## src/rtl/bcsa_share_arb.sv

```systemverilog
// Shared approximate block carry-select adder with round-robin arbitration.
// Tracks grant and accuracy statistics for in-system characterisation.

module bcsa32_4 (
    input  logic [31:0] i_a,
    input  logic [31:0] i_b,
    output logic [32:0] o_sum
);
    logic [4:0] w_loc [8];
    logic [4:0] w_blk [8];
    logic [7:0] w_cin;

    // A block only takes the previous block's local carry when it fully
    // propagates; otherwise its carry-in is speculated as zero.
    for (genvar k = 0; k < 8; k++) begin : g_blk
        assign w_loc[k] = {1'b0, i_a[4*k +: 4]} + {1'b0, i_b[4*k +: 4]};
        if (k == 0) begin : g_first
            assign w_cin[k] = 1'b0;
        end else begin : g_rest
            assign w_cin[k] = (&(i_a[4*k +: 4] ^ i_b[4*k +: 4]))
                            & w_loc[k-1][4];
        end
        assign w_blk[k] = w_loc[k] + {4'd0, w_cin[k]};
        assign o_sum[4*k +: 4] = w_blk[k][3:0];
    end

    assign o_sum[32] = w_blk[7][4];
endmodule

module bcsa_share_arb #(
    parameter int NREQ  = 4,
    parameter int CNT_W = 16,
    localparam int ID_W = (NREQ > 1) ? $clog2(NREQ) : 1
) (
    input  logic              clk,
    input  logic              rst_n,
    input  logic [NREQ-1:0]   req_valid,
    output logic [NREQ-1:0]   req_ready,
    input  logic [NREQ*32-1:0] req_a,
    input  logic [NREQ*32-1:0] req_b,
    output logic              rsp_valid,
    input  logic              rsp_ready,
    output logic [32:0]       rsp_sum,
    output logic [ID_W-1:0]   rsp_id,
    output logic              rsp_err,
    input  logic              clr_stats,
    output logic [CNT_W-1:0]  grant_cnt,
    output logic [CNT_W-1:0]  err_cnt
);
    logic              r_rsp_valid;
    logic [32:0]       r_rsp_sum;
    logic [ID_W-1:0]   r_rsp_id;
    logic              r_rsp_err;
    logic [ID_W-1:0]   r_rr_ptr;
    logic [CNT_W-1:0]  r_grant_cnt;
    logic [CNT_W-1:0]  r_err_cnt;

    logic              w_accept;
    logic              w_gnt_vld;
    logic [ID_W-1:0]   w_gnt_id;
    logic [NREQ-1:0]   w_gnt_oh;
    logic              w_fire;
    logic [31:0]       w_a;
    logic [31:0]       w_b;
    logic [32:0]       w_sum;
    logic [32:0]       w_exact;
    logic              w_err;
    logic [ID_W-1:0]   w_ptr_nxt;

    assign w_accept = rst_n & (~r_rsp_valid | rsp_ready);

    // Round-robin search from r_rr_ptr; the nearest valid requester wins.
    always_comb begin
        logic [ID_W:0] v_idx;
        v_idx     = '0;
        w_gnt_vld = 1'b0;
        w_gnt_id  = '0;
        for (int k = NREQ - 1; k >= 0; k--) begin
            v_idx = {1'b0, r_rr_ptr} + (ID_W+1)'(k);
            if (v_idx >= (ID_W+1)'(NREQ))
                v_idx = v_idx - (ID_W+1)'(NREQ);
            if (req_valid[v_idx[ID_W-1:0]]) begin
                w_gnt_vld = 1'b1;
                w_gnt_id  = v_idx[ID_W-1:0];
            end
        end
    end

    // Operand mux steered by the granted index.
    always_comb begin
        w_a = '0;
        w_b = '0;
        for (int i = 0; i < NREQ; i++) begin
            if (w_gnt_id == ID_W'(i)) begin
                w_a = req_a[32*i +: 32];
                w_b = req_b[32*i +: 32];
            end
        end
    end

    assign w_gnt_oh  = w_gnt_vld
                     ? ({{(NREQ-1){1'b0}}, 1'b1} << w_gnt_id)
                     : '0;
    assign req_ready = w_accept ? w_gnt_oh : '0;
    assign w_fire    = w_accept & w_gnt_vld;

    bcsa32_4 u_add (
        .i_a   (w_a),
        .i_b   (w_b),
        .o_sum (w_sum)
    );

    assign w_exact   = {1'b0, w_a} + {1'b0, w_b};
    assign w_err     = (w_sum != w_exact);
    assign w_ptr_nxt = (w_gnt_id == ID_W'(NREQ - 1))
                     ? '0 : w_gnt_id + ID_W'(1);

    // One-deep response slot plus round-robin pointer update.
    always_ff @(posedge clk or negedge rst_n) begin
        if (!rst_n) begin
            r_rsp_valid <= 1'b0;
            r_rsp_sum   <= '0;
            r_rsp_id    <= '0;
            r_rsp_err   <= 1'b0;
            r_rr_ptr    <= '0;
        end else if (w_fire) begin
            r_rsp_valid <= 1'b1;
            r_rsp_sum   <= w_sum;
            r_rsp_id    <= w_gnt_id;
            r_rsp_err   <= w_err;
            r_rr_ptr    <= w_ptr_nxt;
        end else if (rsp_ready) begin
            r_rsp_valid <= 1'b0;
        end
    end

    // Saturating statistics; a clear wins over a same-cycle grant.
    always_ff @(posedge clk or negedge rst_n) begin
        if (!rst_n) begin
            r_grant_cnt <= '0;
            r_err_cnt   <= '0;
        end else if (clr_stats) begin
            r_grant_cnt <= '0;
            r_err_cnt   <= '0;
        end else if (w_fire) begin
            if (r_grant_cnt != '1)
                r_grant_cnt <= r_grant_cnt + CNT_W'(1);
            if (w_err && (r_err_cnt != '1))
                r_err_cnt <= r_err_cnt + CNT_W'(1);
        end
    end

    assign rsp_valid = r_rsp_valid;
    assign rsp_sum   = r_rsp_sum;
    assign rsp_id    = r_rsp_id;
    assign rsp_err   = r_rsp_err;
    assign grant_cnt = r_grant_cnt;
    assign err_cnt   = r_err_cnt;
endmodule

```

## config.mk

```make
export PLATFORM = sky130hd
export DESIGN_NAME = bcsa_share_arb
export DESIGN_NICKNAME = d
export VERILOG_FILES = /design/src/rtl/bcsa_share_arb.sv
export SDC_FILE = /design/constraint.sdc
export NUM_CORES = 1
export LEC_CHECK = 0
export ABC_AREA = 1
export CORE_AREA = 3 3 178 180
export CTS_BUF_LIST = sky130_fd_sc_hd__clkbuf_4
export CTS_CLUSTER_DIAMETER = 120
export DETAILED_ROUTE_END_ITERATION = 7
export DIE_AREA = 0 0 181 183
export DONT_BUFFER_PORTS = 1
export PLACE_DENSITY = 0.41
export SETUP_SLACK_MARGIN = 0.3
export SYNTH_ARGS = -nofsm -noshare
export SYNTH_HDL_FRONTEND = slang
export SYNTH_SLANG_ARGS = --single-unit
```

## constraint.sdc

```tcl
create_clock -name clk -period 10.55 [get_ports clk]
set_clock_uncertainty 0.2 [all_clocks]
set_input_delay 2.6375 -clock clk [delete_from_list [all_inputs] [get_ports clk]]
set_output_delay 2.6375 -clock clk [all_outputs]
set_load 0.1 [all_outputs]
```

==> impl_results.html, run 1 <==
<table>
<tr><th>Metric</th><th>Value</th></tr>
<tr><th colspan="2">Clock tree</th></tr>
<tr><td>Clock Sinks</td><td>71</td></tr>
<tr><td>Clock H-tree levels</td><td>3</td></tr>
<tr><td>Total clock buffers created by CTS</td><td>9</td></tr>
<tr><td>TritonCTS clock tree</td><td>built</td></tr>
<tr><td>Buffer cell driving the clock tree root</td><td>clkbuf_4</td></tr>
<tr><td>Clock slew seen by the registers of the worst setup and hold paths</td><td>0.14 ns</td></tr>
<tr><td>Maximum clock path buffer count</td><td>2</td></tr>
<tr><td>Number of setup buffers added after CTS</td><td>0</td></tr>
<tr><td>Post_cts resized</td><td>0</td></tr>
<tr><td>Number of hold buffers added after cts</td><td>0</td></tr>
<tr><td>Clock insertion delay at the later pin of the skew report</td><td>0.43 ns</td></tr>
<tr><th colspan="2">Timing</th></tr>
<tr><td>Hold Vio Cnt, Final</td><td>0</td></tr>
<tr><td>Max-slew headroom at the worst pin</td><td>0.226</td></tr>
<tr><td>Period minus WS final</td><td>8.81 ns</td></tr>
<tr><td>Number of pins with negative max-slew slack in the final report</td><td>0</td></tr>
<tr><td>Transition time of the tightest slew-check pin</td><td>1.16 ns</td></tr>
<tr><td>Setup_tns</td><td>0 ns</td></tr>
<tr><td>Fin crit share</td><td>0.835</td></tr>
<tr><td>Unrepaired setup endpoints after global routing</td><td>no</td></tr>
<tr><td>Final setup violation count</td><td>0</td></tr>
<tr><td>Highest Clock Rate</td><td>0.113 GHz</td></tr>
<tr><td>Worst slack on hold paths</td><td>0.475 ns</td></tr>
<tr><td>Setup slack after layout</td><td>1.74 ns</td></tr>
<tr><th colspan="2">Logic synthesis</th></tr>
<tr><td>Total of warnings raised by yosys</td><td>0</td></tr>
<tr><td>Fraction of synthesized cell area in xor and xnor cells</td><td>0.0496</td></tr>
<tr><td>Post-Syn Nets</td><td>1834</td></tr>
<tr><td>Synthesized area per cell</td><td>5.96 um^2</td></tr>
<tr><td>Share of synthesized area spent on multiplexers</td><td>0</td></tr>
<tr><td>Cells after synthesis</td><td>1511</td></tr>
<tr><td>Proportion of synthesized chip area in sequential cells</td><td>0.197</td></tr>
<tr><td>Count of cell types in the netlist</td><td>48</td></tr>
<tr><td>Fraction of the mapped netlist area in simple logic gates</td><td>0.383</td></tr>
<tr><td>Synthesized-area fraction occupied by adder cells</td><td>0.0895</td></tr>
<tr><td>Dominant combinational cell family by area after synthesis</td><td>simple AND/OR/NAND/NOR gates</td></tr>
<tr><td>Yosys reg bits</td><td>71</td></tr>
<tr><td>Synth Area in Compound Gates</td><td>0.176</td></tr>
<tr><td>Synth Cell Area</td><td>9010 um^2</td></tr>
<tr><th colspan="2">Worst hold path</th></tr>
<tr><td>Worst hold path class</td><td>reg -&gt; reg</td></tr>
<tr><th colspan="2">Place</th></tr>
<tr><td>Count of input and output buffers</td><td>0</td></tr>
<tr><td>Final GP Congestion</td><td>0.859</td></tr>
<tr><td>Detailed placer's ending HPWL</td><td>28200 um</td></tr>
<tr><td>Setup slack at placement</td><td>1.30 ns</td></tr>
<tr><th colspan="2">GRT</th></tr>
<tr><td>Global-route wire length before repair</td><td>52100 um</td></tr>
<tr><td>Pin count of the biggest net entering global routing</td><td>73</td></tr>
<tr><td>Number of antenna violations at the first check in global routing</td><td>1</td></tr>
<tr><td>Global route overflow</td><td>0</td></tr>
<tr><td>Via count of the first global-routing pass</td><td>9248</td></tr>
<tr><td>Combined global-route utilization of all metal layers</td><td>0.197</td></tr>
<tr><th colspan="2">Worst setup path</th></tr>
<tr><td>Critical-path maximum fanout</td><td>45</td></tr>
<tr><td>Crit path launch type</td><td>input pin</td></tr>
<tr><td>Setup slack on the worst flop-to-flop path</td><td>3.26 ns</td></tr>
<tr><td>Critical path endpoint category</td><td>register</td></tr>
<tr><td>Cell occurring most often along the worst timing path</td><td>nand2_1</td></tr>
<tr><td>WS Path Type</td><td>in -&gt; reg</td></tr>
<tr><td>Required time at the worst-slack endpoint</td><td>10.67 ns</td></tr>
<tr><td>CP max stage cell</td><td>inv_2</td></tr>
<tr><td>Worst EP arrival</td><td>8.93 ns</td></tr>
<tr><td>Delay contributed by the slowest stage of the critical path</td><td>0.53 ns</td></tr>
<tr><th colspan="2">Layout</th></tr>
<tr><td>Share of final-layout standard cells stronger than drive strength 1</td><td>0.0607</td></tr>
<tr><td>FF+latch area</td><td>1780 um^2</td></tr>
<tr><td>Area Growth Syn to Fin</td><td>5.53%</td></tr>
<tr><td>Nets</td><td>1800</td></tr>
<tr><td>Number of fill cells</td><td>3433</td></tr>
<tr><td>Area used by multi-input combinational logic</td><td>6310 um^2</td></tr>
<tr><th colspan="2">Drt</th></tr>
<tr><td>Antenna viol nets, final</td><td>0</td></tr>
<tr><td>Drt first-iter violations</td><td>592</td></tr>
<tr><td>Drt pass-1 iters</td><td>5</td></tr>
<tr><td>Routed Wire Length</td><td>33500 um</td></tr>
<tr><td>Drc violations</td><td>0</td></tr>
<tr><td>Via density</td><td>4.96</td></tr>
<tr><td>Vias</td><td>9326</td></tr>
<tr><td>Avg WL per Cell</td><td>17.8 um</td></tr>
<tr><th colspan="2">Die</th></tr>
<tr><td>Initial cell density of the core</td><td>0.297</td></tr>
<tr><td>Total Die Area</td><td>33100 um^2</td></tr>
<tr><td>Die Y</td><td>183 um</td></tr>
<tr><td>CORE AREA</td><td>30300 um^2</td></tr>
<tr><td>Die X-Extent</td><td>181 um</td></tr>
<tr><td>Number of rows in the core area</td><td>64</td></tr>
<tr><td>Number of ports placed on the die boundary</td><td>337</td></tr>
<tr><th colspan="2">Flow run</th></tr>
<tr><td>Max-cap violations</td><td>0</td></tr>
<tr><th colspan="2">Outcome</th></tr>
<tr><td>Status</td><td>finished, final reports clean</td></tr>
</table>
-- per-stage QoR --
| stage | utilization | instances | cell area, um^2 |
|---|---|---|---|
| final | 0.313 | 1879 | 9500 |
| after global routing | 0.313 | 1879 | 9500 |
| after CTS | 0.313 | 1878 | 9500 |
| after detailed placement | 0.309 | 1862 | 9380 |
| after global placement | 0.309 | 1862 | 9380 |
| after floorplan | - | 1511 | 9010 |
-- cells by family (layout without fill, tap and decap cells) --
logic type | count (synthesis) | in the layout
XOR/XNOR | 51 | 51
adder cells (fa/ha/maj) | 59 | 59
flip-flops | 71 | 71
AO/OA/AOI/OAI | 266 | 266
other | 0 | 1
buffers and inverters | 243 | 214
AND/OR/NAND/NOR | 821 | 821
-- worst max-delay path: cells and delay by family --
kind	cells	cell delay, ns
compound gates	5	1.04
xor+xnor	2	0.34
fa+ha+maj	5	1.50
simple gates	16	1.91
buf+inv	5	1.46
-- path summary, 6_finish.rpt --
path / start / end / cells after the start
worst max-delay path: req_valid[0] / err_cnt[9]$_DFFE_PN0P_ / 33
worst max register to register: r_rr_ptr[0]$_DFFE_PN0P_ / err_cnt[9]$_DFFE_PN0P_ / 32
min in group asynchronous: rst_n / rsp_id[1]$_DFFE_PN0P_ / 0
worst min-delay path: r_rr_ptr[1]$_DFFE_PN0P_ / r_rr_ptr[1]$_DFFE_PN0P_ / 2
max in group asynchronous: rst_n / err_cnt[9]$_DFFE_PN0P_ / 0
worst min register to register: r_rr_ptr[1]$_DFFE_PN0P_ / r_rr_ptr[1]$_DFFE_PN0P_ / 2
-- state kept, by name (all words and copies together) (netlist names) --
| name | count |
|---|---|
| rsp_id | 2 |
| rsp_valid | 1 |
| rsp_err | 1 |
| err_cnt | 16 |
| rsp_sum | 33 |
| grant_cnt | 16 |
| r_rr_ptr | 2 |
-- placed cells by master (no fill, tap or decap), drive strengths merged --
cell type	count
o21bai	1
nand2b	1
o21ai	93
nand3b	8
a211oi	2
dfrtp	71
a221oi	12
clkinvlp	4
buf	14
nand3	105
a22o	2
nor3	13
and3	1
a31oi	1
clkbuf	10
ha	50
clkinv	4
or2	3
a31o	2
nor4	3
a21boi	1
o21a	3
diode	1
a21o	1
o31ai	12
nand4	8
fa	9
xor2	37
xnor2	14
a22oi	54
a21oi	82
inv	182
nand2	502
nor2	175
nor3b	2
-- metal layers --
| metal | GRT usage | vias up | routed length (um) |
|---|---|---|---|
| met5 | 0 | - | 0 |
| met4 | 0.0232 | 0 | 317 |
| met3 | 0.0379 | 21 | 1640 |
| met2 | 0.342 | 228 | 16200 |
| met1 | 0.264 | 4256 | 15300 |
| li1 | - | 4821 | - |
-- cell usage after synthesis, drive strengths merged --
cell type    n  area [um^2]
nand2      502         1950
inv        182          683
nor2       175          679
nand3      105          563
o21ai       93          465
a21oi       82          422
dfrtp       71         1780
a22oi       54          405
ha          50          626
clkbuf      41          154
xor2        37          324
buf         18         93.8
xnor2       14          123
nor3        13         75.1
a221oi      12          105
o31ai       12         90.1
fa           9          180
nand3b       8         60.1
nand4        8         50.1
nor4         3         25.0
o21a         3         22.5
or2          3         18.8
a211oi       2         15.0
a22o         2         17.5
a31o         2         17.5
clkinv       2         8.75
nor3b        2         15.0
a21boi       1         7.51
a21o         1         7.51
a31oi        1         6.26
and3         1         6.26
nand2b       1         6.26
o21bai       1         7.51
-- layout make-up --
type | instances | share of cell area
inverter | 184 | 0.0728
sequential | 71 | 0.187
clock inverter | 6 | 0.00500
antenna | 1 | 0.000263
timing repair buffer | 14 | 0.0111
clock buffer | 10 | 0.00790
tap | 396 | 0.0521
multi-input combinational | 1197 | 0.664
Power of run 1 is left out: the tool's default activity adds up to more than one toggle a clock period on the data nets, which glitch-free logic cannot reach.
==> run 2: changes to the inputs <==
==> constraint.sdc (replaced) <==
create_clock -name clk -period 8.67 [get_ports clk]
set_clock_uncertainty 0.2 [all_clocks]
set_input_delay 2.1675 -clock clk [delete_from_list [all_inputs] [get_ports clk]]
set_output_delay 2.1675 -clock clk [all_outputs]
set_load 0.1 [all_outputs]
==> run 2 against run 1 <==
Against the previous run: sequential cell count is the same; critical path depth grew 5; die area is the same; global-route usage grew 0.35 points; clock-buffer cell count shrank 1; first-iteration DRC count shrank 15%; non-clock buffer count grew 13; hold slack gained 0.0067 ns; final area grew 1.9%.
==> impl_results.html, run 2 (synthesis results as in run 1) <==
<table>
<tr><th>Metric</th><th>Value</th></tr>
<tr><th colspan="2">Worst setup path</th></tr>
<tr><td>WS Path Type</td><td>in -&gt; reg (unchanged)</td></tr>
<tr><td>CP max stage cell</td><td>fa_1 (was inv_2)</td></tr>
<tr><td>Crit path launch type</td><td>input pin (unchanged)</td></tr>
<tr><td>Critical-path maximum fanout</td><td>44 (was 45)</td></tr>
<tr><td>Delay contributed by the slowest stage of the critical path</td><td>0.40 ns (was 0.53 ns)</td></tr>
<tr><td>Worst EP arrival</td><td>7.90 ns (was 8.93 ns)</td></tr>
<tr><td>Cell occurring most often along the worst timing path</td><td>nand2_1 (unchanged)</td></tr>
<tr><td>Required time at the worst-slack endpoint</td><td>8.84 ns (was 10.67 ns)</td></tr>
<tr><td>Critical path endpoint category</td><td>register (unchanged)</td></tr>
<tr><th colspan="2">Timing</th></tr>
<tr><td>Fin crit share</td><td>0.892</td></tr>
<tr><td>Number of pins with negative max-slew slack in the final report</td><td>0 (unchanged)</td></tr>
<tr><td>Hold Vio Cnt, Final</td><td>0 (unchanged)</td></tr>
<tr><td>Period minus WS final</td><td>7.73 ns</td></tr>
<tr><td>Highest Clock Rate</td><td>0.129 GHz</td></tr>
<tr><td>Worst slack on hold paths</td><td>0.482 ns (was 0.475 ns)</td></tr>
<tr><td>Transition time of the tightest slew-check pin</td><td>1.14 ns (was 1.16 ns)</td></tr>
<tr><td>Unrepaired setup endpoints after global routing</td><td>no (unchanged)</td></tr>
<tr><td>Max-slew headroom at the worst pin</td><td>0.241 (was 0.226)</td></tr>
<tr><td>Final setup violation count</td><td>0 (unchanged)</td></tr>
<tr><td>Setup_tns</td><td>0 ns (unchanged)</td></tr>
<tr><th colspan="2">Clock tree</th></tr>
<tr><td>Buffer cell driving the clock tree root</td><td>clkbuf_4 (unchanged)</td></tr>
<tr><td>Clock Sinks</td><td>71 (unchanged)</td></tr>
<tr><td>Clock slew seen by the registers of the worst setup and hold paths</td><td>0.13 ns (was 0.14 ns)</td></tr>
<tr><td>Maximum clock path buffer count</td><td>2 (unchanged)</td></tr>
<tr><td>TritonCTS clock tree</td><td>built (unchanged)</td></tr>
<tr><td>Total clock buffers created by CTS</td><td>9 (unchanged)</td></tr>
<tr><td>Clock insertion delay at the later pin of the skew report</td><td>0.43 ns (about the same)</td></tr>
<tr><td>Clock H-tree levels</td><td>3 (unchanged)</td></tr>
<tr><th colspan="2">GRT</th></tr>
<tr><td>Number of antenna violations at the first check in global routing</td><td>1 (unchanged)</td></tr>
<tr><td>Pin count of the biggest net entering global routing</td><td>73 (unchanged)</td></tr>
<tr><td>Combined global-route utilization of all metal layers</td><td>0.200 (was 0.197)</td></tr>
<tr><td>Global route overflow</td><td>0 (unchanged)</td></tr>
<tr><td>Global-route wire length before repair</td><td>52800 um (was 52100 um)</td></tr>
<tr><td>Via count of the first global-routing pass</td><td>9213 (was 9248)</td></tr>
<tr><th colspan="2">Place</th></tr>
<tr><td>Count of input and output buffers</td><td>0 (unchanged)</td></tr>
<tr><td>Detailed placer's ending HPWL</td><td>28900 um (was 28200 um)</td></tr>
<tr><td>Final GP Congestion</td><td>0.877 (was 0.859)</td></tr>
<tr><th colspan="2">Drt</th></tr>
<tr><td>Vias</td><td>9447 (was 9326)</td></tr>
<tr><td>Avg WL per Cell</td><td>18.2 um (was 17.8 um)</td></tr>
<tr><td>Drc violations</td><td>0 (unchanged)</td></tr>
<tr><td>Routed Wire Length</td><td>34500 um (was 33500 um)</td></tr>
<tr><td>Antenna viol nets, final</td><td>0 (unchanged)</td></tr>
<tr><td>Via density</td><td>4.99 (was 4.96)</td></tr>
<tr><td>Drt pass-1 iters</td><td>6 (was 5)</td></tr>
<tr><td>Drt first-iter violations</td><td>502 (was 592)</td></tr>
<tr><th colspan="2">Worst hold path</th></tr>
<tr><td>Worst hold path class</td><td>reg -&gt; reg (unchanged)</td></tr>
<tr><th colspan="2">Die</th></tr>
<tr><td>Die X-Extent</td><td>181 um (unchanged)</td></tr>
<tr><td>Die Y</td><td>183 um (unchanged)</td></tr>
<tr><td>Total Die Area</td><td>33100 um^2 (unchanged)</td></tr>
<tr><td>Initial cell density of the core</td><td>0.297 (unchanged)</td></tr>
<tr><td>Number of ports placed on the die boundary</td><td>337 (unchanged)</td></tr>
<tr><td>CORE AREA</td><td>30300 um^2 (unchanged)</td></tr>
<tr><td>Number of rows in the core area</td><td>64 (unchanged)</td></tr>
<tr><th colspan="2">Layout</th></tr>
<tr><td>Most frequent standard cell in the layout excluding fill and tap cells</td><td>nand2_1 (unchanged)</td></tr>
<tr><td>Area Growth Syn to Fin</td><td>7.57% (was 5.53%)</td></tr>
<tr><td>Top library cells by usage in the layout, fill and taps aside</td><td>478 x nand2_1, 178 x inv_1, 161 x nor2_1 (unchanged)</td></tr>
<tr><td>Share of final-layout standard cells stronger than drive strength 1</td><td>0.0696 (was 0.0607)</td></tr>
<tr><td>FF+latch area</td><td>1780 um^2 (unchanged)</td></tr>
<tr><td>Number of flip-flops under the largest register name</td><td>33 (unchanged)</td></tr>
<tr><td>Nets</td><td>1813 (was 1800)</td></tr>
<tr><td>Number of fill cells</td><td>3472 (was 3433)</td></tr>
<tr><td>Area used by multi-input combinational logic</td><td>6330 um^2 (was 6310 um^2)</td></tr>
<tr><td>Utilization after layout</td><td>0.319 (was 0.313)</td></tr>
<tr><th colspan="2">Outcome</th></tr>
<tr><td>Status</td><td>finished, final reports clean (unchanged)</td></tr>
<tr><th colspan="2">Flow run</th></tr>
<tr><td>Max-cap violations</td><td>0 (unchanged)</td></tr>
</table>
-- run 2: cell types whose count changed in the layout (fill, tap and decap cells not counted), sizes merged --
| cell | delta |
|---|---|
| buf | +13 |
| bufinv | +2 |
| clkinvlp | -2 |
| clkbuf | -1 |
| inv | +1 |
-- run 2: critical path: cells and delay by family --
kind | cells | cell delay (ns)
and+or+nand+nor | 16 | 1.77
AOI/OAI and AO/OA | 10 | 1.63
adders and majority gates | 5 | 1.26
buffers and inverters | 7 | 1.01
-- run 2: final timing paths --
path / from / to / slack [ns] / cells past startpoint
worst max register to register: r_rr_ptr[0]$_DFFE_PN0P_ / err_cnt[8]$_DFFE_PN0P_ / 2.00 / 39
worst min register to register: r_rr_ptr[1]$_DFFE_PN0P_ / r_rr_ptr[1]$_DFFE_PN0P_ / 0.48 / 2
max in group asynchronous: rst_n / rsp_sum[12]$_DFFE_PN0P_ / 6.92 / 0
worst max-delay path: req_valid[1] / err_cnt[8]$_DFFE_PN0P_ / 0.94 / 38
min in group asynchronous: rst_n / rsp_id[1]$_DFFE_PN0P_ / 1.22 / 0
worst min-delay path: r_rr_ptr[1]$_DFFE_PN0P_ / r_rr_ptr[1]$_DFFE_PN0P_ / 0.48 / 2
-- run 2: area by class of cell --
cell class	count	share of cell area
clock inverters	7	0.00994
flip-flops and latches	71	0.183
repair buffers	27	0.0239
well taps	396	0.0511
clock buffers	9	0.00697
multi-input cells	1197	0.653
diodes	1	0.000258
inverters	184	0.0714
-- run 2: layer usage --
metal / wire, um / vias to the layer above / share of wire / global-route usage
li1: - / 4854 / - / -
met1: 15400 / 4339 / 0.45 / 0.262
met2: 17100 / 238 / 0.50 / 0.355
met3: 1710 / 16 / 0.049 / 0.0379
met4: 270 / 0 / 0.0078 / 0.0244
met5: 0 / - / 0 / 0
-- run 2: through the flow --
step | cell area (um^2) | cells | setup slack, ns
global route | 9690 | 1892 | 0.319
global placement | 9470 | 1872 | 0.0982
detailed placement | 9470 | 1872 | 0.0329
floorplan | 9010 | 1511 | 1.13
finish | 9690 | 1892 | 0.940
CTS | 9630 | 1888 | 0.492
-- run 2: timing repair --
item	CTS	global route
endpoints found under the setup margin	0	17
resized for setup	0	6
setup buffers	0	3
hold buffers	0	0
hold endpoints to repair	0	0
Power of run 2 is left out for the same reason.
==> RTL edit: new RTL, settings of run 2 <==
Set the parameter `CNT_W` to 32 (it was 16).
--- a/src/rtl/bcsa_share_arb.sv
+++ b/src/rtl/bcsa_share_arb.sv
@@ -29,7 +29,7 @@
 
 module bcsa_share_arb #(
     parameter int NREQ  = 4,
-    parameter int CNT_W = 16,
+    parameter int CNT_W = 32,
     localparam int ID_W = (NREQ > 1) ? $clog2(NREQ) : 1
 ) (
     input  logic              clk,
Interface: changed (resized err_cnt and grant_cnt); port bits go from 337 to 369. No check against the original RTL was run, so the function may have changed too.
==> RTL edit against run 2 <==
- synthesized cell count is 18% higher
- area after synthesis up 22%
- worst setup slack better by 0.015 ns
- final cell count rose by 14%
- sequential cell count up 32
- routed wire length up 20%
- cell area grew 20%
- critical path type unchanged
- largest cell class unchanged
Power is not shown: default switching activity piles up to over one toggle a cycle in this logic, so the estimate is an artifact.
==> RTL edit: results (changes against run 2) <==
Logic synthesis
  – Seq/Total Area, Yosys: 0.235 (+0.0376)
  – Compound-gate portion of the synthesized area: 0.159 (-0.0170)
  – Commonest cells in the synthesized netlist: nand2_1, nor2_1, inv_1, nand3_1, dfrtp_1
  – Adder-Cell Fraction of Synth Area: 0.0734 (-0.0161)
  – Synthesis Warnings: 0 (unchanged)
  – Post-synth top flop: dfrtp_1
  – Synth top area cells: dfrtp_1, nand2_1, nor2_1
  – Synth cell types: 55 (+15%)
  – Synth Area in XOR/XNOR: 0.0477 (-0.00195)

Global routing
  – Initial antenna violation count: 5 (+4)
  – GRT met2 Usage: 0.392 (+0.0367)
  – Largest net degree at the start of global routing: 105 (+44%)
  – GRT Total Usage: 0.239 (+0.0382)
  – GR Util met3: 0.0424 (+0.00456)
  – Met1 Use GR: 0.329 (+0.0670)
  – First-pass GRT wire length: 62.9 mm (+19%)

Setup path
  – Worst path max stage delay: 0.48 ns (+0.08 ns)
  – Family with the most delay on the worst path: adder cells
  – Worst path arrival time: 7.89 ns (about the same)
  – Largest fanout on the critical path: 64 (+45%)

Outcome
  – Outcome: completed

Placed design
  – Pre-CTS setup slack: 0.352 ns (+0.319 ns)
  – Detailed Place HPWL: 33.6 mm (+16%)
  – Placed cell area: 11400 um^2 (+20%)
  – Placer Congestion: 0.898 (+2.4%)

Layout
  – # nets final: 2071 (+14%)
  – Layout cells sized above 1: 0.0434 (-0.0262)

Detailed routing
  – Initial drt markers: 721 (+44%)
  – Routed WL: 41.4 mm (+20%)
  – DRT Pass-1 Iters: 6 (unchanged)
  – Via count: 11328 (+20%)

Clocking
  – Reg clk slew, reported paths: 0.17 ns (+0.04 ns)
  – Clk_lat worst skew: 0.48 ns (+0.05 ns)
  – CTS Root Cell: clkbuf_4

STA
  – Slew headroom: 0.257 (+0.0155)
## RTL edit: cell types whose count changed in the layout (fill, tap and decap cells not counted), sizes merged, moves of 6 or more
cell,change
nand2,+91
nor2,+41
dfrtp,+32
inv,+18
nand4,+15
nor3,+15
a21oi,+9
o31ai,+8
nor3b,+7
a31oi,+6
xnor2,+6
## RTL edit: path summary, 6_finish.rpt
check,slack (ns),startpoint,end,depth (start not counted)
max in group asynchronous,6.91,rst_n,rsp_sum[20]$_DFFE_PN0P_,0
hold reg to reg,0.38,err_cnt[25]$_DFFE_PN0P_,err_cnt[25]$_DFFE_PN0P_,2
setup reg to reg,2.02,r_rr_ptr[0]$_DFFE_PN0P_,err_cnt[8]$_DFFE_PN0P_,35
min in group asynchronous,1.15,rst_n,grant_cnt[15]$_DFFE_PN0P_,0
setup / recovery,0.95,req_valid[3],err_cnt[8]$_DFFE_PN0P_,35
hold / removal,0.38,err_cnt[25]$_DFFE_PN0P_,err_cnt[25]$_DFFE_PN0P_,2
## RTL edit: repair_timing
item,4_1_cts,5_1_grt
hold buffers,0,0
setup endpoints to repair,0,32
buffers inserted,0,0
gates resized for setup,0,4
## RTL edit: per-layer routing
layer,part of all wire,wire length (um)
met4,0.014,574
met2,0.46,19200
met1,0.47,19300
met3,0.057,2360
met5,0,0
## RTL edit: cell type report
class,instances,area [um^2]
Sequential cell,103,2580
Timing Repair Buffer,22,206
Fill cell,3348,18800
Clock inverter,7,88.8
Tap cell,396,495
Antenna cell,5,12.5
Inverter,201,757
Clock buffer,9,67.6
Multi-Input combinational cell,1411,7380
## RTL edit: through the flow
step | util | hold WS, ns | std cells
3_3_place_gp | 0.375 | 0.343 | 2132
5_1_grt | 0.382 | 0.435 | 2154
2_1_floorplan | - | 0.327 | 1783
4_1_cts | 0.380 | 0.388 | 2148
6_report | 0.382 | 0.383 | 2154
3_5_place_dp | 0.375 | 0.350 | 2132
## RTL edit: cells by family after synthesis
kind of cell	count (synthesis)
xor gates and xnor gates	58
DFF	103
AOI/OAI and AO/OA	291
and+or+nand+nor	1002
buffers and inverters	270
adders and majority gates	59
## RTL edit: worst register-to-register path, delay by kind of cell, from the launching register on
kind / cells / cell delay (ns)
xor+xnor: 1 / 0.20
buf+inv: 6 / 0.66
flops: 1 / 0.60
fa+ha+maj: 5 / 1.86
simple gates: 15 / 1.64
compound gates: 8 / 1.40
